==> config.mk <==
export PLATFORM = sky130hd
export DESIGN_NAME = mc_control_fsm
export DESIGN_NICKNAME = d
export VERILOG_FILES = /design/src/rtl/mc_control_fsm.sv
export SDC_FILE = /design/constraint.sdc
export NUM_CORES = 1
export LEC_CHECK = 0
export ABC_AREA = 0
export CELL_PAD_IN_SITES_DETAIL_PLACEMENT = 2
export CELL_PAD_IN_SITES_GLOBAL_PLACEMENT = 2
export CORE_MARGIN = 4
export CORE_UTILIZATION = 24
export CTS_CLUSTER_SIZE = 16
export DETAILED_ROUTE_END_ITERATION = 12
export PLACE_DENSITY_LB_ADDON = 0.2
export SKIP_CTS_REPAIR_TIMING = 1
export SLEW_MARGIN = 20
export SYNTH_ARGS = -nofsm -noshare
export SYNTH_HDL_FRONTEND = slang
export SYNTH_SLANG_ARGS = --single-unit
==> constraint.sdc <==
create_clock -name clk -period 2.5 [get_ports clk]
set_input_delay 0.5 -clock clk [delete_from_list [all_inputs] [get_ports clk]]
set_output_delay 0.5 -clock clk [all_outputs]
set_load 0.01 [all_outputs]
==> src/rtl/mc_control_fsm.sv <==
// Multi-cycle RV32I control unit: sequences fetch/decode/execute/memory/writeback and
// drives datapath muxes, write enables and memory requests, with a memory-wait timeout.
module mc_control_fsm #(
  parameter int unsigned TIMEOUT_CYCLES = 16,
  parameter int unsigned TIMEOUT_W      = 5
) (
  input  logic       clk,
  input  logic       rst_n,
  input  logic [6:0] opcode,
  input  logic       mem_ack,
  output logic [2:0] imm_type,
  output logic       ir_write,
  output logic       pc_write,
  output logic       pc_write_cond,
  output logic [1:0] pc_src,
  output logic       mem_req,
  output logic       mem_we,
  output logic       reg_write,
  output logic [1:0] wb_sel,
  output logic [1:0] alu_src_a,
  output logic [1:0] alu_src_b,
  output logic [1:0] alu_op,
  output logic       illegal_op,
  output logic       bus_err,
  output logic [3:0] state_dbg
);

  localparam logic [6:0] OpLoad   = 7'b0000011;
  localparam logic [6:0] OpStore  = 7'b0100011;
  localparam logic [6:0] OpRType  = 7'b0110011;
  localparam logic [6:0] OpIType  = 7'b0010011;
  localparam logic [6:0] OpBranch = 7'b1100011;
  localparam logic [6:0] OpJal    = 7'b1101111;
  localparam logic [6:0] OpJalr   = 7'b1100111;
  localparam logic [6:0] OpLui    = 7'b0110111;
  localparam logic [6:0] OpAuipc  = 7'b0010111;

  localparam logic [TIMEOUT_W-1:0] CntLast = TIMEOUT_W'(TIMEOUT_CYCLES - 1);

  typedef enum logic [3:0] {
    StFetch   = 4'd0,
    StDecode  = 4'd1,
    StMemAddr = 4'd2,
    StMemRd   = 4'd3,
    StMemWb   = 4'd4,
    StMemWr   = 4'd5,
    StExecR   = 4'd6,
    StExecI   = 4'd7,
    StAluWb   = 4'd8,
    StBranch  = 4'd9,
    StJal     = 4'd10,
    StJalr    = 4'd11,
    StLui     = 4'd12,
    StAuipc   = 4'd13,
    StError   = 4'd14,
    StInit    = 4'd15
  } state_e;

  state_e               state_q, state_d;
  logic [TIMEOUT_W-1:0] cnt_q, cnt_d;
  logic                 wait_st;
  logic                 timeout;

  // Only these states wait on the memory; mem_ack is ignored elsewhere.
  assign wait_st = (state_q == StFetch) || (state_q == StMemRd) || (state_q == StMemWr);
  assign timeout = wait_st && !mem_ack && (cnt_q == CntLast);
  assign state_dbg = state_q;

  always_ff @(posedge clk) begin
    if (!rst_n) begin
      state_q <= StInit;
      cnt_q   <= '0;
    end else begin
      state_q <= state_d;
      cnt_q   <= cnt_d;
    end
  end

  always_comb begin
    state_d = state_q;
    unique case (state_q)
      StInit:    state_d = StFetch;
      StFetch:   if (mem_ack) state_d = StDecode;
      StDecode: begin
        case (opcode)
          OpLoad, OpStore: state_d = StMemAddr;
          OpRType:         state_d = StExecR;
          OpIType:         state_d = StExecI;
          OpBranch:        state_d = StBranch;
          OpJal:           state_d = StJal;
          OpJalr:          state_d = StJalr;
          OpLui:           state_d = StLui;
          OpAuipc:         state_d = StAuipc;
          default:         state_d = StError;
        endcase
      end
      StMemAddr: state_d = (opcode == OpLoad) ? StMemRd : StMemWr;
      StMemRd:   if (mem_ack) state_d = StMemWb;
      StMemWr:   if (mem_ack) state_d = StFetch;
      StExecR, StExecI, StAuipc: state_d = StAluWb;
      StMemWb, StAluWb, StBranch, StJal, StJalr, StLui: state_d = StFetch;
      StError:   state_d = StError;
      default:   state_d = StError;
    endcase
    if (timeout) state_d = StError;

    cnt_d = cnt_q;
    if (state_d != state_q) begin
      cnt_d = '0;
    end else if (wait_st && !mem_ack) begin
      cnt_d = cnt_q + TIMEOUT_W'(1);
    end
  end

  always_comb begin
    case (opcode)
      OpLoad, OpIType, OpJalr: imm_type = 3'b000;
      OpStore:                 imm_type = 3'b010;
      OpBranch:                imm_type = 3'b011;
      OpJal:                   imm_type = 3'b100;
      OpLui, OpAuipc:          imm_type = 3'b101;
      default:                 imm_type = 3'b000;
    endcase
  end

  always_comb begin
    ir_write      = 1'b0;
    pc_write      = 1'b0;
    pc_write_cond = 1'b0;
    pc_src        = 2'b00;
    mem_req       = 1'b0;
    mem_we        = 1'b0;
    reg_write     = 1'b0;
    wb_sel        = 2'b00;
    alu_src_a     = 2'b00;
    alu_src_b     = 2'b00;
    alu_op        = 2'b00;
    illegal_op    = 1'b0;
    bus_err       = timeout;
    unique case (state_q)
      StFetch: begin
        mem_req   = 1'b1;
        alu_src_b = 2'b01;
        ir_write  = mem_ack;
        pc_write  = mem_ack;
      end
      StDecode: begin
        alu_src_a = 2'b10;
        alu_src_b = 2'b10;
      end
      StMemAddr: begin
        alu_src_a = 2'b01;
        alu_src_b = 2'b10;
      end
      StMemRd:   mem_req = 1'b1;
      StMemWb: begin
        reg_write = 1'b1;
        wb_sel    = 2'b01;
      end
      StMemWr: begin
        mem_req = 1'b1;
        mem_we  = 1'b1;
      end
      StExecR: begin
        alu_src_a = 2'b01;
        alu_op    = 2'b10;
      end
      StExecI: begin
        alu_src_a = 2'b01;
        alu_src_b = 2'b10;
        alu_op    = 2'b11;
      end
      StAuipc: begin
        alu_src_a = 2'b10;
        alu_src_b = 2'b10;
      end
      StAluWb:   reg_write = 1'b1;
      StBranch: begin
        alu_src_a     = 2'b01;
        alu_op        = 2'b01;
        pc_write_cond = 1'b1;
        pc_src        = 2'b01;
      end
      StJal: begin
        pc_write  = 1'b1;
        pc_src    = 2'b01;
        reg_write = 1'b1;
        wb_sel    = 2'b10;
      end
      StJalr: begin
        alu_src_a = 2'b01;
        alu_src_b = 2'b10;
        pc_write  = 1'b1;
        pc_src    = 2'b10;
        reg_write = 1'b1;
        wb_sel    = 2'b10;
      end
      StLui: begin
        reg_write = 1'b1;
        wb_sel    = 2'b11;
      end
      StError:   illegal_op = 1'b1;
      StInit:    ;
      default:   ;
    endcase
  end

endmodule
Yosys cells after proc, flatten, opt, wreduce, memory -nomap -nowiden
Cells that the tools add are included.

storage, ports and cells
  flip-flop bits (word level) = 9
  bits of input ports = 10
  output and inout bits = 25
  word-level logic and storage cells = 68

operators by class
  add/subtract/negate cells = 1
  equality and inequality tests = 26
  muxes and demuxes = 20
  bitwise logic cells = 1
  reduce and logical (&&, ||, !) cells = 18

operator list
  operator               number
  $pmux W4 S8            2
  $eq A4 B4 Y1 const B   8
  $eq A7 B6 Y1 const B   3
  $eq A7 B7 Y1 const B   3
  $eq A4 B3 Y1 const B   4
  $mux W4                4
  $reduce_or A5 Y1       3
  $eq A7 B5 Y1 const B   2
  $pmux W2 S2            3
  $pmux W2 S3            2
  $pmux W3 S4            1
  $reduce_or A2 Y1       6
  $eq A4 B2 Y1 const B   2
  $eq A7 B2 Y1 const B   1
  $reduce_or A7 Y1       1
  $mux W1                6
  $reduce_or A3 Y1       2
  $add A5 B1 Y5 const B  1
  $eq A5 B4 Y1 const B   1
  $eq A4 B1 Y1 const B   1
  $logic_not A4 Y1       1
  $ne A4 B4 Y1           1
  $mux W3                1
  $logic_and A1 B1 Y1    2
  4 further kinds        5

Longest topological paths before layout
Gate-level depths: netlist of run 1.

  depth after elaboration = 8
  depth in mapped cells = 9
  depth with buffers taken out = 9

Worst setup path after synthesis of run 1
Ideal clock, no wire load.

  path type = register -> register
  from = register cnt_q[0]
  to = register cnt_q[4]
  library setup time = 103 ps
  arrival time = 1971 ps
  data required time = 2397 ps
  setup slack = 426 ps
  stages on the path, launching flop included = 10
  buffers on the path = 0
  clock period less this slack = 2074 ps
  cells stage by stage = dfxtp_1 -> ha_1 -> and3_1 -> ha_1 -> nor2b_1 -> a2bb2oi_1 -> o21bai_1 -> o41ai_1 -> nand2_1 -> a2111oi_2

between the ends
  cells in the longest elaborated chain, start to end = 5
  elaborated cells on any way between the ends = 6
  those cells by class = add/sub (1); eq/ne (2); mux (1); reduce/logical (2)

ends and longest elaborated chain
  element                     RTL line  text
  start: declaration          60        logic [TIMEOUT_W-1:0] cnt_q, cnt_d;
  start signal: assignment    75        cnt_q <= cnt_d;
  $eq A5 B4 Y1                66        assign timeout = wait_st && !mem_ack && (cnt_q == CntLast);
  $logic_and A1 B1 Y1         66
  $mux W4                     105       if (timeout) state_d = StError;
  $ne A4 B4 Y1                108       if (state_d != state_q) begin
  $reduce_or A2 Y1 (no line)  n/a

Parallel ways exist; a longest one is shown, timed or not.
A chain may end at the register's enable or synchronous reset.

Worst setup path after layout of run 1
  from = register state_q[2] (netlist: state_dbg[2])
  to = output port alu_src_a[0]

between the ends
  cells in the longest elaborated chain, start to end = 3
  elaborated cells on any way between the ends = 10
  those cells by class = eq/ne (7); mux (1); reduce/logical (2)

ends and longest elaborated chain
  element                                                                RTL line  text
  start: declaration                                                     59        state_e state_q, state_d;
  start signal: assignment                                               71        state_q <= StInit;
  start signal: assignment                                               74        state_q <= state_d;
  $eq A4 B4 Y1, or another cell as far along                             140       unique case (state_q)
  $reduce_or A5 Y1 (no line) / $reduce_or A2 Y1 (equally long branches)  n/a
  $pmux W2 S2 (*)                                                        140
  end: declaration                                                       20        output logic [1:0] alu_src_a,

Mark *: on every way between the ends. The rest lies on a longest branch, timed or not.

==> flow_metrics.env, run 1 <==
export IMPL_clkPwrFrac_pct=24.6
export IMPL_drc=0
export IMPL_antenna_found_initial=0
export IMPL_crit_fanout=10
export IMPL_fillCellCount=473
export IMPL_slew_violations=0
export IMPL_sw_frac_of_total_pct=36.65
export IMPL_multiInputGateArea_sq_um=768.2
export IMPL_synth_flop_cell="dfxtp_1"
export IMPL_relSlewSlack_pct=73.98
export IMPL_r2r_start="cnt_q[0]"
export IMPL_synth_edf_count=0
export IMPL_clock_sinks=9
export IMPL_cp_end_kind="primary output"
export IMPL_fmax_mhz=414.1
export IMPL_reg2regPathDepth=9
export IMPL_synth_top_area_share_pct=17.98
export IMPL_switching_power_uw=261.6
export IMPL_internal_power_uw=452.1
export IMPL_vias_per_cell=5.059
export IMPL_async_flop_share_pct=0
export IMPL_cts_tree="yes"
export IMPL_setup_viol=0
export IMPL_tightest_slew_ns=0.3854
export IMPL_post_route_period_util_pct=96.61
export IMPL_place_ws_ns=-0.1501
export IMPL_min_to="cnt_q[4]"
export IMPL_coreArea_sq_um=4029
export IMPL_ys_types=47
export IMPL_n_antenna_cell=0
export IMPL_initial_core_util_pct=24.88
export IMPL_cts_max_level=1
export IMPL_seqCellArea_sq_um=181.4
export IMPL_final_util_pct=40.16
export IMPL_drv_cap=0
export IMPL_row_count=23
export IMPL_syn_to_final_growth_pct=61.42
export IMPL_seq_area_frac_synth_pct=17.98
export IMPL_die_area_sq_um=5274
export IMPL_p_per_area_nw_per_um2=441.2
export IMPL_ios=35
export IMPL_ir_drop_uv=234.4
export IMPL_grt_pass1_vias=1314
export IMPL_avgSynthCellArea_sq_um=7.315
export IMPL_min_delay_start="cnt_q[4]"
export IMPL_postLayoutSetupSlackWorst_ns=0.08483
export IMPL_wirelength_um=3978
export IMPL_cpMaxStageDelayCell="dfxtp_1"
export IMPL_ctsLongestPathBuffers=2
export IMPL_ys_ff_latch=9
export IMPL_finClkSkew_ns=0.004662
export IMPL_nNetsFinal=202
export IMPL_syn_area_sq_um=1002
export IMPL_crit_path_start_kind="flop"
export IMPL_cp_cell_sequence="buf_4 -> nand2b_1 -> mux2_2 -> clkdlybuf4s50_1"
export IMPL_via_count=1209
export IMPL_status="finished clean"
export IMPL_cp_arrival_ns=1.92
export IMPL_synthTopCellsByArea="dfxtp_1 (18%), nor2_1 (6.0%), nand2_1 (4.9%)"
export IMPL_die_h_um=72.62
export IMPL_p_leak_uw=0.0007465
export IMPL_drt_iter0_markers=29
export IMPL_port_buffers=34
export IMPL_grt_pass1_wl_um=6541
export IMPL_final_antenna_net_count=0
export IMPL_clkTransAtPathRegs_ns=0.05
export IMPL_yosys_area_top_type="dfxtp_1"
export IMPL_syn_num_nets=149
export IMPL_finalHoldViolCount=0
export IMPL_grt_overflow=0
export IMPL_p_seq_share_pct=24.8
export IMPL_ys_warn_count=0
export IMPL_place_gp_congestion=0.8894
export IMPL_holdPathStages=2
export IMPL_rrSetupSlack_ns=0.20
export IMPL_hold_ws_ns=0.5355
export IMPL_cp_required_ns=2.00
export IMPL_grt_total_usage_pct=15.60
export IMPL_die_width_um=72.62
export IMPL_r2r_end="cnt_q[0]"
export IMPL_wl_per_cell_um=16.64
export IMPL_slowest_delay_ns=0.52
export IMPL_hpwl_um=3075
export IMPL_combPwrFrac_pct=50.6
export IMPL_drive_gt1_share_pct=21.69
export IMPL_cp_startpoint="state_dbg[2]"
export IMPL_criticalPathCategory="reg2out"
export IMPL_grt_start_max_net_pins=14
export IMPL_clock_latency_ns=0.24
export IMPL_cts_buffers=3
export IMPL_syn_inst=137
export IMPL_cts_root_buf="clkbuf_8"
export IMPL_min_period_ns=2.415
export IMPL_drtPass1Iterations=3
export IMPL_min_path_type="reg2reg"
-- worst max path at each step --
stage / slack (ns) / to / cells past startpoint
floorplan: 0.43 / cnt_q[4] / 9
global placement: -0.08 / imm_type[2] / 5
detailed placement: -0.15 / cnt_q[0] / 8
CTS: -0.13 / imm_type[2] / 5
global route: -0.02 / cnt_q[2] / 9
finish: 0.08 / alu_src_a[0] / 4
-- cells by family after synthesis --
group                    Yosys count  share of synthesized area (%)
XOR/XNOR                           6                          5.994
adder cells (fa/ha/maj)            2                          2.496
AO/OA/AOI/OAI                     32                          25.59
multiplexers                       2                          2.122
AND/OR/NAND/NOR                   70                          38.08
buffers and inverters             16                          7.741
flip-flops                         9                          17.98
-- power groups by stage --
stage / registers [uW] / clock network [uW] / logic, uW
final: 177 / 175 / 361
after detailed placement: 180 / 0 / 354
after floorplan: 167 / 0 / 195
after global routing: 180 / 186 / 394
after CTS: 177 / 178 / 356
after global placement: 180 / 0 / 345
-- registers in the layout (all words and copies together) (netlist names) --
| name | cells |
|---|---|
| state_dbg | 4 |
| cnt_q | 5 |
-- layout by cell type (no fill, tap or decap), types with 2 or more instances in the layout --
| cell | n |
|---|---|
| a21oi_1 | 6 |
| a22o_1 | 2 |
| and2_1 | 3 |
| and3_1 | 3 |
| and3b_1 | 2 |
| and4_1 | 2 |
| buf_4 | 22 |
| clkbuf_8 | 3 |
| clkdlybuf4s50_1 | 27 |
| dfxtp_1 | 8 |
| dlymetal6s2s_1 | 7 |
| ha_1 | 2 |
| inv_1 | 7 |
| nand2_1 | 13 |
| nand2b_1 | 5 |
| nand3_1 | 2 |
| nand4_1 | 3 |
| nor2_1 | 16 |
| nor2b_1 | 5 |
| nor3_1 | 8 |
| nor3b_1 | 2 |
| o2111ai_1 | 3 |
| o21a_1 | 2 |
| o21ai_0 | 3 |
| o21bai_1 | 2 |
| xnor2_1 | 3 |
| xor2_1 | 2 |
-- cell usage after synthesis (2+ instances only) --
cell        n
nand4_1     3
nand3_1     2
nor2b_1     6
and4_1      2
xor2_1      2
o21ai_0     4
inv_1       7
ha_1        2
nor2_1     16
o21bai_1    2
nor3b_1     2
and2_1      3
and3_1      3
o21a_1      2
o2111ai_1   3
nor3_1      8
buf_2       5
nand2b_1    5
xnor2_1     3
a21oi_1     6
and3b_1     3
nand2_1    13
dfxtp_1     9
a22o_1      2
clkbuf_1    2
-- final cells by class --
class / count / share of cell area, %
well taps: 50 / 3.867
clock buffers: 4 / 2.784
multi-input cells: 112 / 47.49
flip-flops and latches: 9 / 11.21
inverters: 7 / 1.624
repair buffers: 57 / 33.02
-- critical path: cells and delay by family (launching register included) --
family	cells	cell delay (ns)
flip-flops	1	0.52
multiplexers	1	0.32
buffers and inverters	2	0.70
AND/OR/NAND/NOR	1	0.12
-- layer usage --
layer | part of all wire (%) | up-vias | routed length, um | global-route usage [%]
li1 | - | 592 | - | -
met1 | 42 | 585 | 1657 | 18.89
met2 | 53 | 27 | 2124 | 28.16
met3 | 3.9 | 5 | 155 | 3.168
met4 | 1.0 | 0 | 40 | 3.484
met5 | 0 | - | 0 | 0
-- per-stage QoR --
stage	setup TNS, ns	area [sq um]	instances	total power (uW)
global route	-0.03154	1618	239	760.1
finish	0	1618	239	713.7
detailed placement	-0.8603	1496	231	534.4
floorplan	0	1002	137	361.5
CTS	-0.3787	1541	235	711.5
global placement	-0.4268	1496	231	524.7
No activity file was read; power rests on OpenSTA's default activity.
==> run 2: changes to the inputs <==
Settings changed: SLEW_MARGIN 20 to 15.
==> results of run 2 <==
Same layout as run 1: the final DEF is identical, and so are final timing and power.
